[config.mk]
export PLATFORM = sky130hd
export DESIGN_NAME = regfile_sb
export DESIGN_NICKNAME = d
export VERILOG_FILES = /design/src/rtl/regfile_sb.sv
export SDC_FILE = /design/constraint.sdc
export NUM_CORES = 1
export LEC_CHECK = 0
export BUFFER_PORTS_ARGS = -buffer_cell sky130_fd_sc_hd__buf_2
export CORE_ASPECT_RATIO = 0.75
export CORE_MARGIN = 5
export CORE_UTILIZATION = 59
export CTS_BUF_LIST = sky130_fd_sc_hd__clkbuf_16
export DETAILED_ROUTE_END_ITERATION = 8
export PLACE_DENSITY_LB_ADDON = 0.05
export SYNTH_ARGS = -nofsm -noshare
export SYNTH_HDL_FRONTEND = slang
export SYNTH_SLANG_ARGS = --single-unit
export TNS_END_PERCENT = 20
[constraint.sdc]
create_clock -name clk -period 3.15 [get_ports clk]
set_clock_uncertainty 0.05 [all_clocks]
set_input_delay 0.7875 -clock clk [delete_from_list [all_inputs] [get_ports clk]]
set_output_delay 0.7875 -clock clk [all_outputs]
set_load 0.1 [all_outputs]
[src/rtl/regfile_sb.sv]
// Two-read/one-write register file with a pending-write scoreboard and a sequential bulk-clear engine.
// Optional write-to-read bypass is enabled by defining RF_BYPASS_EN.
module regfile_sb #(
  parameter int WIDTH  = 8,
  parameter int ADDR_W = 3
) (
  input  logic              clk,
  input  logic              rst,
  input  logic              enable,
  input  logic              write_en,
  input  logic [ADDR_W-1:0] addr_wr,
  input  logic [WIDTH-1:0]  data_wr,
  input  logic              rsv_en,
  input  logic [ADDR_W-1:0] rsv_addr,
  input  logic [ADDR_W-1:0] addr1_r,
  input  logic [ADDR_W-1:0] addr2_r,
  output logic [WIDTH-1:0]  out1_r,
  output logic [WIDTH-1:0]  out2_r,
  output logic              pend1_r,
  output logic              pend2_r,
  input  logic              clr_req,
  output logic              clr_busy,
  output logic              clr_done
);

  localparam int DEPTH = 2 ** ADDR_W;
  localparam logic [ADDR_W-1:0] LAST_IDX  = ADDR_W'(DEPTH - 1);
  localparam logic [ADDR_W-1:0] FIRST_IDX = ADDR_W'(1);

  localparam logic [1:0] ST_IDLE  = 2'd0;
  localparam logic [1:0] ST_CLEAR = 2'd1;
  localparam logic [1:0] ST_DONE  = 2'd2;

  logic [1:0]        state_reg, state_next;
  logic [ADDR_W-1:0] index_reg, index_next;
  logic [WIDTH-1:0]  regs_reg [DEPTH];
  logic [DEPTH-1:0]  pend_reg;
  logic [DEPTH-1:0]  wr_hit, rsv_hit, clr_hit;
  logic              is_idle, wr_ok, rsv_ok;

  assign is_idle = (state_reg == ST_IDLE);
  assign wr_ok   = enable && write_en && is_idle && (addr_wr != '0);
  assign rsv_ok  = enable && rsv_en && is_idle && (rsv_addr != '0);

  // R0 is never written, so its slot stays at its reset value of zero.
  generate
    for (genvar gi = 0; gi < DEPTH; gi++) begin : g_hit
      if (gi == 0) begin : g_r0
        assign wr_hit[gi]  = 1'b0;
        assign rsv_hit[gi] = 1'b0;
        assign clr_hit[gi] = 1'b0;
      end else begin : g_rn
        assign wr_hit[gi]  = wr_ok && (addr_wr == ADDR_W'(gi));
        assign rsv_hit[gi] = rsv_ok && (rsv_addr == ADDR_W'(gi));
        assign clr_hit[gi] = enable && (state_reg == ST_CLEAR) && (index_reg == ADDR_W'(gi));
      end
    end
  endgenerate

  always_ff @(posedge clk or posedge rst) begin
    if (rst) begin
      for (int i = 0; i < DEPTH; i++) regs_reg[i] <= '0;
      pend_reg <= '0;
    end else begin
      for (int i = 1; i < DEPTH; i++) begin
        if (clr_hit[i]) begin
          regs_reg[i] <= '0;
          pend_reg[i] <= 1'b0;
        end else begin
          if (wr_hit[i]) begin
            regs_reg[i] <= data_wr;
            pend_reg[i] <= 1'b0;
          end
          // A same-cycle reservation overrides the write's pending clear.
          if (rsv_hit[i]) pend_reg[i] <= 1'b1;
        end
      end
    end
  end

  always_comb begin
    state_next = state_reg;
    index_next = index_reg;
    case (state_reg)
      ST_IDLE: begin
        if (enable && clr_req) begin
          state_next = ST_CLEAR;
          index_next = FIRST_IDX;
        end
      end
      ST_CLEAR: begin
        if (enable) begin
          if (index_reg == LAST_IDX) begin
            state_next = ST_DONE;
            index_next = FIRST_IDX;
          end else begin
            index_next = index_reg + 1'b1;
          end
        end
      end
      ST_DONE:  state_next = ST_IDLE;
      default:  state_next = ST_IDLE;
    endcase
  end

  always_ff @(posedge clk or posedge rst) begin
    if (rst) begin
      state_reg <= ST_IDLE;
      index_reg <= FIRST_IDX;
    end else begin
      state_reg <= state_next;
      index_reg <= index_next;
    end
  end

  assign clr_busy = (state_reg == ST_CLEAR);
  assign clr_done = (state_reg == ST_DONE);

`ifdef RF_BYPASS_EN
  logic byp1, byp2, rsv_same;
  assign byp1     = !rst && wr_ok && (addr1_r == addr_wr);
  assign byp2     = !rst && wr_ok && (addr2_r == addr_wr);
  assign rsv_same = rsv_ok && (rsv_addr == addr_wr);
  assign out1_r   = byp1 ? data_wr  : regs_reg[addr1_r];
  assign out2_r   = byp2 ? data_wr  : regs_reg[addr2_r];
  assign pend1_r  = byp1 ? rsv_same : pend_reg[addr1_r];
  assign pend2_r  = byp2 ? rsv_same : pend_reg[addr2_r];
`else
  assign out1_r  = regs_reg[addr1_r];
  assign out2_r  = regs_reg[addr2_r];
  assign pend1_r = pend_reg[addr1_r];
  assign pend2_r = pend_reg[addr2_r];
`endif

endmodule

## Yosys cells after proc, flatten, opt, wreduce, memory -nomap -nowiden

Cells that the tools add are included.

| cells by class | value |
|---|---|
| shift operators | 0 |
| bitwise operators | 2 |
| divide/modulo/power cells | 0 |
| add/subtract/negate cells | 1 |
| order comparisons | 4 |
| $mul | 0 |
| eq/ne operators | 26 |
| muxes and demuxes | 53 |
| reductions and logical operators | 49 |

Operator list:

| cell | number |
|---|---|
| 8-bit two-way mux | 18 |
| 8-bit binary-select mux with 3-bit select | 2 |
| 3-bit == test, second input constant | 12 |
| 1-bit logical AND | 29 |
| 3-bit nonzero test | 9 |
| 1-bit two-way mux | 23 |
| 3-bit by 2-bit == test with 1-bit output, second input constant | 6 |
| 2-bit nonzero test | 8 |
| 3-bit by 1-bit == test with 1-bit output, second input constant | 3 |
| 3-bit two-way mux | 3 |
| 4-bit >= comparator, second input constant | 2 |
| 3-bit by 4-bit < comparator with 1-bit output, second input constant | 2 |
| 3-bit NOT with 4-bit output | 2 |
| 1-bit binary-select mux with 3-bit select | 2 |
| 2-bit two-way mux | 3 |
| 3-bit one-hot mux with 2 select lines | 1 |
| 3-bit AND reduction | 2 |
| 2-bit by 1-bit inequality test with 1-bit output, second input constant | 2 |
| 2-bit one-hot mux with 2 select lines | 1 |
| 3-bit by 1-bit adder with 3-bit output, second input constant | 1 |
| 2-bit by 1-bit == test with 1-bit output, second input constant | 1 |
| 2-bit == test, second input constant | 1 |
| 2-bit zero test | 1 |
| 2-bit inequality test, second input constant | 1 |

| word-level totals | value |
|---|---|
| latch bits | 0 |
| memory bits (read-only) | 0 |
| output and inout port bits | 20 |
| input port bits | 26 |
| register bits | 68 |
| RAM bits | 0 |
| memories | 0 |
| word-level logic and storage cells | 151 |

## Longest topological paths before layout

Gate-level depths: netlist (run 1).

| logic depth | value |
|---|---|
| word-level depth | 7 |
| depth in mapped cells | 5 |
| mapped depth without buffers | 5 |

## Least setup slack after synthesis (run 1)

Ideal clock, no wire load.

| timing path | value |
|---|---|
| path type | in2out |
| from | input addr1_r[1] |
| to | output out1_r[5] |
| arrival | 3622 ps |
| path slack | -1309 ps |
| stages on the path | 5 |
| path buffers | 2 |
| data required time | 2312 ps |
| path through | buf_2 > nor2b_1 > clkbuf_1 > a22oi_1 > o21ai_0 |

| between the ends | value |
|---|---|
| word-level cells in the longest chain between the ends | 4 |

Ends and longest elaborated chain:

| item | line | text |
|---|---|---|
| start, declared | 15 | `input logic [ADDR_W-1:0] addr1_r,` |
| 3-bit NOT with 4-bit output (not written as such) | 129 | `assign out1_r = regs_reg[addr1_r];` |
| 8-bit binary-select mux with 3-bit select | 129 |  |
| 8-bit two-way mux (not written as such) (2 in series) | 129 |  |
| end, declared | 17 | `output logic [WIDTH-1:0] out1_r,` |

Every way passes these cells. The select of a mux whose other input is x is not followed.

## Worst setup path in the final report (run 1)

| timing path | value |
|---|---|
| from | input addr1_r[1] |
| to | output out1_r[2] |

Same word-level chain as after synthesis.

==> out/qor.yml, run 1 <==
ys_seq_elements: 68
root_buffer: "clkbuf_16"
power_leakage_nw: 2.227
status: "finished, final reports clean"
port_buffers: 45
overflow: 0
wl_um: 12260
fin_util_pct: 75.00
synthToLayoutAreaGrowth_pct: 24.42
setup_viol: 0
clk_pin_slew_ns: 0.06
die_x_um: 106.0
max_freq_mhz: 326.4
holdWs_ns: 0.4697
dpl-instance-area_um2: 4791
grt_pass1_wl_um: 19640
start_kind: "input pin"
synthTopCellsByArea: "dfrtp_1 41%, mux4_2 9.9%, mux2i_1 5.9%"
cp.required_ns: 2.31
tightest_slew_ns: 0.8624
relSlewSlack_pct: 42.51
grt_pass1_vias: 3587
clk_path_buf_depth: 2
largest_reg_flops: 56
holdPathStages: 1
cts_buffers: 9
ys_seq_area_share_pct: 41.75
cts_resized: 0
dp_cells: 497
first_pass_iters: 5
min_period_ns: 3.064
r2r-start: "state_reg[0]"
yosysWarnings: 9
antenna_found_initial: 0
reg2reg_slack_ns: 1.00
drive_gt1_share_pct: 33.10
maxCapViolCount: 0
drtIter0Drc: 333
cts_tree: "built"
drcViolationCount: 0
finalNetCount: 456
critPathKind: "in -> out"
std_cell_rows: 26
yosys.area.top_type: "dfrtp_1"
syn_nets: 410
syn_avg_cell_area_um2: 10.79
hpwl_um: 7938
synth_top_area_share_pct: 41.10
cp_max_fo: 14
period_share_pct: 97.27
min_to: "regs_reg[16]"
synthDistinctLibCells: 45
syn-cell-area_um2: 4079
antenna_cells: 0
grt_max_degree: 42
critPathArrivalTime_ns: 2.23
rsz0062_at_grt: "no"
clock-sinks: 68
design.core.area_um2: 6766
preCtsSetupSlack_ns: 0.1237
setup_slack_ns: 0.08585
worstHoldStart: "regs_reg[16]"
cp-end-kind: "primary output"
hold_path_class: "reg -> reg"
drv_slew: 0
ir_drop_uv: 391.5
io_pins: 46
die_h_um: 82.01
vias: 3476
detail_route.wl_per_cell_um: 23.89
cts_setup_buffers: 0
final_hold_viol_count: 0
finalWeightedCongestion: 0.7955
ctsHoldBuffers: 0
reg2reg_to: "regs_reg[17]"
htreeDepth: 3
clkLatencyLatePin_ns: 0.33
die_area_um2: 8693
start_util_pct: 60.28
instances_no_fill: 513
vias_per_cell: 6.776
synthCells: 378
fin_area_um2: 5075
grtUsageTotal_pct: 30.10
final_antenna_net_count: 0
powerDensity_nw_per_um2: 735.2
ff2ff_path_depth: 4
-- layout by cell type, fill, tap and decap left out, drive strengths merged, types with 3 or more instances in the layout --
| master | synthesis | layout |
|---|---|---|
| buf | 17 | 63 |
| o21ai | 35 | 35 |
| a22oi | 6 | 6 |
| a221oi | 12 | 12 |
| nand4b | 6 | 6 |
| nor2 | 5 | 5 |
| clkinv | 0 | 4 |
| nor2b | 3 | 3 |
| ha | 6 | 6 |
| nor3 | 3 | 3 |
| a21oi | 32 | 32 |
| mux2 | 18 | 18 |
| a22o | 17 | 17 |
| nand2 | 25 | 25 |
| dfrtp | 67 | 67 |
| nand3 | 19 | 19 |
| clkbuf | 11 | 9 |
| mux4 | 18 | 18 |
| mux2i | 24 | 24 |
| inv | 29 | 30 |
-- worst max-delay path by stage --
stage | startpoint | endpoint | slack [ns] | cells past startpoint
after global routing | addr1_r[1] | out1_r[0] | 0.04 | 5
after detailed placement | addr1_r[1] | out1_r[2] | 0.12 | 6
after CTS | addr1_r[1] | out1_r[0] | 0.1 | 5
after global placement | addr1_r[1] | out1_r[2] | 0.13 | 6
after floorplan | addr1_r[1] | out1_r[1] | -0.06 | 5
final | addr1_r[1] | out1_r[2] | 0.09 | 6
-- logic make-up (layout without fill, tap and decap cells) --
group | Yosys count | after routing | share of synthesized area, %
AOI/OAI and AO/OA | 111 | 111 | 17.79
adders and majority gates | 6 | 6 | 1.840
DFF | 68 | 68 | 41.75
and+or+nand+nor | 76 | 76 | 11.81
muxes | 60 | 60 | 20.80
buffers and inverters | 57 | 108 | 6.012
-- stage by stage --
stage | TNS [ns] | power, mW
6_report | 0 | 3.731
2_1_floorplan | -0.8130 | 2.271
5_1_grt | 0 | 3.884
3_5_place_dp | 0 | 2.732
3_3_place_gp | 0 | 2.693
4_1_cts | 0 | 3.711
-- cell type report --
| class | count | area, um^2 |
|---|---|---|
| Inverter | 29 | 108.9 |
| Clock inverter | 7 | 58.81 |
| Tap cell | 84 | 105.1 |
| Fill cell | 469 | 1692 |
| Sequential cell | 68 | 1703 |
| Multi-Input combinational cell | 253 | 2206 |
| Timing Repair Buffer | 63 | 668.1 |
| Clock buffer | 9 | 225.2 |
-- synth_stat cells (all sizes together) --
| library cell | n |
|---|---|
| or4 | 1 |
| and3b | 2 |
| dfstp | 1 |
| a311oi | 1 |
| a22oi | 6 |
| and3 | 1 |
| nor4b | 1 |
| dfrtp | 67 |
| and4bb | 2 |
| a21oi | 32 |
| nor3 | 3 |
| o22ai | 1 |
| mux2i | 24 |
| a221oi | 12 |
| mux4 | 18 |
| a32o | 1 |
| and4 | 1 |
| nand3 | 19 |
| nand2 | 25 |
| a32oi | 2 |
| o211ai | 1 |
| or3b | 1 |
| ha | 6 |
| nor2 | 5 |
| clkbuf | 11 |
| nand3b | 2 |
| inv | 29 |
| o21ai | 35 |
| or4b | 1 |
| nand4bb | 1 |
| buf | 17 |
| a22o | 17 |
| nand4b | 6 |
| nor3b | 2 |
| o41ai | 1 |
| mux2 | 18 |
| o2bb2ai | 2 |
| nor2b | 3 |
-- critical path, cell delays in order --
cell and delay (ns):
buf_2 0.37, buf_4 0.23, mux4_2 0.49, inv_1 0.08, a21oi_2 0.07, buf_12 0.20
-- per-layer routing --
layer | global-route usage, % | share of wire (%)
met3 | 7.934 | 10
met5 | 0 | 0
met1 | 41.01 | 42
met4 | 12.03 | 2.8
met2 | 46.56 | 45
-- where the power goes --
group | internal [mW] | switching [mW]
combinational | 0.569 | 0.864
sequential | 1.10 | 0.206
clock | 0.602 | 0.386
total | 2.27 | 1.46
Note: power is estimated with default switching activity, not from simulation.
==> inputs of run 2 (changes only) <==
- CORE_UTILIZATION: 59 -> 30
==> out/qor.yml, run 2 (synthesized netlist as in run 1, its figures left out) <==
status: "finished, final reports clean"
wl_um: 14200  # +16%
cts_tree: "built"
drv_slew: 0  # unchanged
startpoint: "addr1_r[1]"
setup_slack_ns: 0.1144  # +0.02851 ns
detail_route.wl_per_cell_um: 23.31  # -2.4%
die_area_um2: 16050  # +85%
vias_per_cell: 5.647  # -17%
period_share_pct: 96.37  # -0.90 points
start_kind: "input pin"
rsz0062_at_grt: "no"
grt_max_degree: 36  # -14%
antenna_found_initial: 0  # unchanged
grt_pass1_vias: 3432  # -4.3%
io_pins: 46  # unchanged
preCtsSetupSlack_ns: 0.04850  # -0.07523 ns
critPathArrivalTime_ns: 2.20  # -0.03 ns
crit_path_cell_trace: "buf_2 -> buf_4 -> mux2_2 -> a22oi_1 -> o21ai_2 -> buf_12"
ctsHoldBuffers: 0  # unchanged
max_freq_mhz: 329.4  # +0.94%
intPower_mw: 2.447  # +7.6%
port_buffers: 45  # unchanged
std_cell_rows: 36  # +38%
grt_pass1_wl_um: 21580  # +9.9%
cp-end-kind: "primary output"
layout_common_cells: "67 x dfrtp_1, 30 x inv_1, 26 x buf_2"
crit_slowest_cell: "mux2_2"
cts_buffers: 9  # unchanged
root_buffer: "clkbuf_16"
pwr-share-seq_pct: 33.3  # -1.8 points
drive_gt1_share_pct: 34.70  # +1.6 points
min_period_ns: 3.036  # -0.02851 ns
hpwl_um: 9457  # +19%
htreeDepth: 3  # unchanged
fillers: 1283  # +170%
slowest_delay_ns: 0.34  # -0.15 ns
die_x_um: 144.6  # +36%
cp.required_ns: 2.31  # about the same
power.share.combinational_pct: 37.2  # -1.2 points
first_pass_iters: 5  # unchanged
dpl-instance-area_um2: 4955  # +3.4%
r2r-start: "state_reg[0]"
ff2ff_path_depth: 5  # +1
drcViolationCount: 0  # unchanged
maxCapViolCount: 0  # unchanged
start_util_pct: 31.01  # -29 points
power_leakage_nw: 2.297  # +3.1%
largest_reg_flops: 56  # unchanged
pwr-share-clk_pct: 29.5  # +3.0 points
die_h_um: 111.0  # +35%
design.core.area_um2: 13150  # +94%
relSlewSlack_pct: 47.16  # +4.6 points
overflow: 0  # unchanged
setup_viol: 0  # unchanged
final_hold_viol_count: 0  # unchanged
grtUsageTotal_pct: 18.18  # -12 points
worstSetupEndpoint: "out1_r[6]"
finalWeightedCongestion: 0.8230  # +3.5%
finalSetupTns_ns: 0  # unchanged
finalNetCount: 465  # +2.0%
cts_setup_buffers: 0  # unchanged
switching_share_pct: 37.63  # -1.4 points
tightest_slew_ns: 0.7927  # -0.06972 ns
powerDensity_nw_per_um2: 741.7  # +0.89%
hold_path_class: "in -> async"
reg2reg_to: "regs_reg[37]"
final_common_cell: "dfrtp_1"
vias: 3439  # -1.1%
cts_resized: 0  # unchanged
synthToLayoutAreaGrowth_pct: 29.69
critPathKind: "in -> out"
switchingPower_mw: 1.477  # +1.4%
clk_pin_slew_ns: 0.06  # about the same
antenna_cells: 0  # unchanged
clkLatencyLatePin_ns: 0.34  # about the same
reg2reg_slack_ns: 1.09  # +0.09 ns
cp_max_fo: 12  # -2
clk_path_buf_depth: 2  # unchanged
p_total_mw: 3.924  # +5.2%
clock-sinks: 68  # unchanged
fin_area_um2: 5290  # +4.2%
ir_drop_uv: 431.2  # +10%
final_antenna_net_count: 0  # unchanged
drtIter0Drc: 307  # -7.8%
==> run 2: cell count changes in the layout (fill, tap and decap cells not counted) <==
cell / change
inv_1: +1
clkbuf_4: +1
bufinv_16: +2
clkinvlp_4: -1
buf_4: +10
buf_2: -1
buf_12: -1
clkinv_1: -2
==> run 2: per-layer routing <==
metal	share of wire (%)	wire [um]	global-route usage (%)
met2	44	6269	26.41
met5	0	0	0
met4	2.0	290	5.407
met3	6.5	919	4.743
met1	47	6718	26.45
==> run 2: worst min path at each step <==
stage,startpoint,to,slack [ns]
finish,rst,pend_reg[3],0.40
global route,rst,pend_reg[3],0.43
CTS,rst,pend_reg[4],0.42
detailed placement,regs_reg[18],regs_reg[18],0.47
global placement,regs_reg[54],regs_reg[54],0.46
floorplan,pend_reg[5],pend_reg[5],0.42
==> run 2: power by group through the flow <==
stage,Clock (mW),Combinational [mW],Sequential (mW)
final,1.16,1.46,1.31
after global routing,1.21,1.56,1.34
after CTS,1.18,1.47,1.30
after detailed placement,0,1.47,1.32
after global placement,0,1.45,1.31
after floorplan,0,1.04,1.23
==> run 2: through the flow <==
stage,hold slack (ns),cells,util [%]
final,0.4034,609,40.22
after global routing,0.4288,609,40.22
after CTS,0.4175,609,40.20
after detailed placement,0.4656,593,37.67
after global placement,0.4589,593,37.67
after floorplan,0.4183,378,-
==> run 2: cell type report <==
class	instances	area (um^2)	share of cell area (%)
tap	171	214.0	4.044
clock buffer	9	225.2	4.257
multi-input combinational	253	2206	41.70
clock inverter	7	107.6	2.034
sequential	68	1703	32.19
timing repair buffer	72	725.7	13.72
inverter	29	108.9	2.058
==> run 2: critical path: cells and delay by family <==
| kind | cells | cell delay [ns] |
|---|---|---|
| mux | 1 | 0.34 |
| buf+inv | 3 | 0.72 |
| compound gates | 2 | 0.34 |
